**src/rtl/seg_scan.sv**
```systemverilog
// Time-multiplexed scan driver for a common-anode seven-segment bank; snapshots
// all digit values once per frame and inserts a blanking gap at the head of each slot.
module seg_scan #(
   parameter int NUM_DIGITS = 8,
   parameter int DWELL      = 50000,
   parameter int BLANK      = 2
) (
   input  logic                      clk,
   input  logic                      rst,
   input  logic [3*NUM_DIGITS-1:0]   digits,
   input  logic [NUM_DIGITS-1:0]     digit_en,
   output logic [2:0]                seg_in,
   output logic                      seg_en,
   output logic [NUM_DIGITS-1:0]     an,
   output logic                      frame_done
);

   localparam int CW = (DWELL > 1) ? $clog2(DWELL) : 1;
   localparam int IW = (NUM_DIGITS > 1) ? $clog2(NUM_DIGITS) : 1;

   typedef enum logic {
      PH_BLANK = 1'b0,
      PH_SHOW  = 1'b1
   } phase_t;

   logic [IW-1:0]                 idx;
   logic [CW-1:0]                 cnt;
   logic [NUM_DIGITS-1:0][2:0]    snap_d;
   logic [NUM_DIGITS-1:0]         snap_en;
   phase_t                        phase;
   logic                          slot_end;
   logic                          frame_start;

   assign slot_end    = (cnt == CW'(DWELL - 1));
   assign frame_start = (idx == '0) && (cnt == '0);

   // Slot/cycle counters plus the once-per-frame snapshot taken during frame cycle 0,
   // so slot 0 already shows fresh data when its blanking gap ends.
   always_ff @(posedge clk) begin
      if (rst) begin
         idx     <= '0;
         cnt     <= '0;
         snap_d  <= '0;
         snap_en <= '0;
      end else begin
         if (slot_end) begin
            cnt <= '0;
            idx <= (idx == IW'(NUM_DIGITS - 1)) ? '0 : idx + 1'b1;
         end else begin
            cnt <= cnt + 1'b1;
         end
         if (frame_start) begin
            snap_d  <= digits;
            snap_en <= digit_en;
         end
      end
   end

   // Outputs decode registered state only; a disabled digit keeps its anode
   // selected but drops seg_en so the decoder drives all segments off.
   always_comb begin
      phase      = (cnt < CW'(BLANK)) ? PH_BLANK : PH_SHOW;
      seg_in     = snap_d[idx];
      seg_en     = 1'b0;
      an         = '1;
      frame_done = (idx == IW'(NUM_DIGITS - 1)) && slot_end;
      if (phase == PH_SHOW) begin
         an     = ~(NUM_DIGITS'(1) << idx);
         seg_en = snap_en[idx];
      end
   end

endmodule

```
**config.mk**
```make
export PLATFORM = sky130hd
export DESIGN_NAME = seg_scan
export DESIGN_NICKNAME = d
export VERILOG_FILES = /design/src/rtl/seg_scan.sv
export SDC_FILE = /design/constraint.sdc
export NUM_CORES = 1
export LEC_CHECK = 0
export CAP_MARGIN = 10
export CELL_PAD_IN_SITES_DETAIL_PLACEMENT = 2
export CELL_PAD_IN_SITES_GLOBAL_PLACEMENT = 2
export CORE_AREA = 2 2 66 115
export CTS_CLUSTER_DIAMETER = 120
export DETAILED_ROUTE_END_ITERATION = 7
export DIE_AREA = 0 0 68 117
export DONT_BUFFER_PORTS = 1
export PLACE_DENSITY_LB_ADDON = 0.1
export SLEW_MARGIN = 5
export SYNTH_ARGS = -nofsm -noshare
export SYNTH_HDL_FRONTEND = slang
export SYNTH_SLANG_ARGS = --single-unit
```
**constraint.sdc**
```tcl
create_clock -name clk -period 3 [get_ports clk]
set_input_delay 0.6 -clock clk [delete_from_list [all_inputs] [get_ports clk]]
set_output_delay 0.6 -clock clk [all_outputs]
set_load 0.02 [all_outputs]
```
Word-level counts from Yosys, hierarchy flattened:

Cells that the tools add are included.
W data, S select, Z words.

* $add $sub $neg: 2
* $lt $le $gt $ge: 2
* equal/unequal tests: 2
* shifts and indexed selects: 1
* multiplexer cells: 7
* bitwise logic cells: 1
* reductions and logical operators: 5

Operators with widths (number)
* $add A16 B1 Y16 const B: 1
* $eq A16 B16 Y1 const B: 1
* $logic_not A16 Y1: 1
* $lt A16 B2 Y1 const B: 1
* $bmux W3 S3: 1
* $mux W8: 1
* $not A8 Y8: 1
* $shl A1 B3 Y8 const A: 1
* $mux W3: 2
* $lt A3 B4 Y1 const B: 1
* $add A3 B1 Y3 const B: 1
* $bmux W1 S3: 1
* $eq A3 B3 Y1 const B: 1
* $logic_not A3 Y1: 1
* $logic_and A1 B1 Y1: 2
* $mux W1: 2
* $reduce_or A2 Y1: 1

* bits in registers: 51
* output and inout port bits: 13
* word-level logic and storage cells: 31

Depth between registers and ports, before layout:

* word-level depth: 3
* mapped depth: 7
* mapped depth without buffers: 5

Worst setup path before layout:

OpenSTA, ideal clock, no wires.

* path kind: register to output
* from: reg cnt[6]
* to: out seg_en
* arrival: 1.515 ns
* slack: 0.885 ns
* cell stages (with the launch flop): 7
* buffers on the path: 2
* cell sequence: dfxtp_1 -> clkbuf_2 -> nor3_1 -> nand4_2 -> nand2b_1 -> clkbuf_1 -> a21boi_0

* cells in the longest elaborated chain, start to end: 2

RTL lines
* from (decl): RTL line 27 `logic [CW-1:0] cnt;`
* from (signal assigned): RTL line 50 `cnt <= cnt + 1'b1;`
* $lt A16 B2 Y1: RTL line 62 `phase = (cnt < CW'(BLANK)) ? PH_BLANK : PH_SHOW;`
* $mux W1: RTL line 67 `if (phase == PH_SHOW) begin`
* to (decl): RTL line 13 `output logic seg_en,`

No other way between the ends.

Final worst setup path:

* from: reg cnt[12]
* to: out seg_en

The elaborated chain is that of the path after synthesis.

==> flow_summary.json <==
{
  "cts_resized": 0,
  "crit_chain": "nor4_4 -> nand4_2 -> nand2b_1 -> a21boi_0 -> buf_4",
  "root_buffer": "clkbuf_16",
  "status": "finished, final reports clean",
  "firstDrtPassIters": 4,
  "fmax_mhz": 392,
  "gr-total-overflow": 0,
  "yosysUniqueCellTypes": 33,
  "htreeDepth": 2,
  "nFillCells": 786,
  "dp_hpwl_um": 4700,
  "cp.buffers_inverters": 1,
  "gr-usage-met1_pct": 17.0,
  "critPathCaptureType": "output port",
  "drc": 0,
  "cts.hold.buffers_added": 0,
  "final_area_mm2": 0.00293,
  "antenna_found_initial": 0,
  "asyncSetResetFlopFracSynth_pct": 0,
  "die_height_um": 117,
  "slowest_stage": "nor4_4",
  "synth_edf_count": 0,
  "finalNetCount": 324,
  "grt_max_degree": 70,
  "grt_pass1_wl_um": 10000,
  "worstPathRequired_ps": 2400,
  "drt-initial-drc-count": 55,
  "postCtsSetupBuffers": 0,
  "rsz0062_at_grt": "false",
  "io_pins": 47,
  "grt_use_met2_pct": 33.6,
  "clock_skew_ps": 7.35,
  "path_class": "register to output port",
  "port_buffers": 0,
  "postRouteAntennaNets": 0,
  "maxSlewHeadroom_pct": 63.0,
  "min_period_ps": 2550,
  "vdd_ir_drop_max_v": 0.000409,
  "critPathTopFamily": "simple AND/OR/NAND/NOR gates",
  "worstPathArrival_ps": 1950,
  "period_share_pct": 85.0,
  "ys_warn_count": 0,
  "fin_setup_tns_ps": 0,
  "placed_cells": 361,
  "netlist_instances": 285,
  "post_dp_cell_area_mm2": 0.00278,
  "clkSlewWorstSetupHoldPaths_ps": 70,
  "grt.total_usage_pct": 17.5,
  "coreArea_mm2": 0.00708,
  "initial_core_util_pct": 38.5,
  "drive_gt1_share_pct": 9.89,
  "die-width_um": 68,
  "synth_area_per_cell_um2": 9.57,
  "finalMaxSlewViolations": 0,
  "gp_congestion": 0.732,
  "worst_path_largest_cell_delay_ps": 410,
  "ys.flop_type": "dfxtp_1",
  "final_common_cell": "nand2b_1",
  "vias": 1900,
  "hold_violations": 0,
  "grt_pass1_vias": 2024,
  "diodes": 0,
  "dieArea_mm2": 0.00796,
  "area.growth.synth_to_final_pct": 7.29,
  "cts_tree": "done",
  "power_uw": 1500,
  "cts_num_sinks": 51,
  "ys_seq_area_share_pct": 37.4,
  "syn_nets": 327,
  "clk_latency_ps": 300,
  "cts_buffers": 5,
  "setup_viol": 0,
  "wire_per_inst_um": 17.3,
  "layout_common_cells": "nand2b_1 (65), dfxtp_1 (51), mux2i_1 (32), nand2_1 (18), nor2_1 (17)",
  "avgViaCountPerCell": 5.15,
  "start_kind": "register",
  "fin_cells": 369,
  "worst-slew-pin-transition_ps": 554,
  "routed_wl_um": 6400,
  "grt.met3_usage_pct": 4.49,
  "post-route-util_pct": 41.3,
  "cp_max_fo": 9,
  "power_leakage_uw": 0.00109,
  "p_per_area_mw_per_mm2": 512,
  "drv_cap": 0,
  "num_rows": 41,
  "ys_ff_latch": 51,
  "busiest_layer": "met2",
  "min_path_type": "primary input to register",
  "clk_path_buf_depth": 2,
  "netlist_area_mm2": 0.00273
}
## flip-flops by register name (all words and copies together) (netlist names)
signal,cells
cnt,16
idx,3
snap_d,24
snap_en,8
## power by group
part           internal [uW]  switching, uW
clock                    309            260
sequential               725           26.6
combinational           90.8           88.6
## synth_stat cells (2+ instances only)
cell type  number  area [um^2]
buf_8           3         45.0
nor4_1          5         31.3
mux2i_1        32          320
nand4_1         5         31.3
and3_1          2         12.5
nand2_1        18         67.6
o21ai_0         2         10.0
nor2_1         17         63.8
clkbuf_1       10         37.5
nand3_1        12         60.1
nor3_1          7         35.0
inv_1           8         30.0
buf_2           2         10.0
dfxtp_1        51         1020
a21oi_1         3         15.0
nand2b_1       65          407
ha_1            8          100
xnor2_1        13          114
mux4_2          8          180
## logic make-up (layout without fill, tap and decap cells)
family          after synthesis  after routing  share of synthesized area (%)
buf+inv                      26             24                           5.09
xor+xnor                     14             14                           4.50
simple gates                138            138                           29.2
mux                          40             40                           18.3
flops                        51             51                           37.4
compound gates                8              8                           1.79
fa+ha+maj                     8              8                           3.67
## final timing paths
| path | endpoint | startpoint | cells past startpoint | slack, ps |
|---|---|---|---|---|
| max | seg_en | cnt[12] | 5 | 450 |
| min | cnt[2] | rst | 1 | 380 |
| max reg2reg | snap_d[17] | cnt[12] | 5 | 1020 |
| min reg2reg | snap_d[20] | snap_d[20] | 2 | 470 |
## worst register-to-register path: stages (launching register included)
cell	delay (ps)
dfxtp_1	370
nor4_4	410
nand4_2	180
nor3_4	180
buf_4	490
mux2i_1	280
## cell type report
| type | instances | area [um^2] | share of cell area [%] |
|---|---|---|---|
| tap | 86 | 108 | 3.68 |
| sequential | 51 | 1020 | 34.9 |
| multi-input combinational | 208 | 1570 | 53.6 |
| clock inverter | 3 | 18.8 | 0.641 |
| inverter | 9 | 33.8 | 1.15 |
| timing repair buffer | 7 | 52.6 | 1.80 |
| clock buffer | 5 | 125 | 4.28 |
## metal layers
layer  vias to the layer above  wire length (um)  part of all wire, %
li1                        947                 -                    -
met1                       915              2440                   38
met2                        30              3620                   57
met3                         8               209                  3.3
met4                         0               135                  2.1
met5                         -                 0                    0
## stage by stage
step / hold WS [ps] / setup slack (ps)
after floorplan: 445 / 885
after global placement: 455 / 836
after detailed placement: 464 / 757
final: 377 / 451
after global routing: 358 / 347
after CTS: 363 / 431
(Power assumes the default switching activity.)
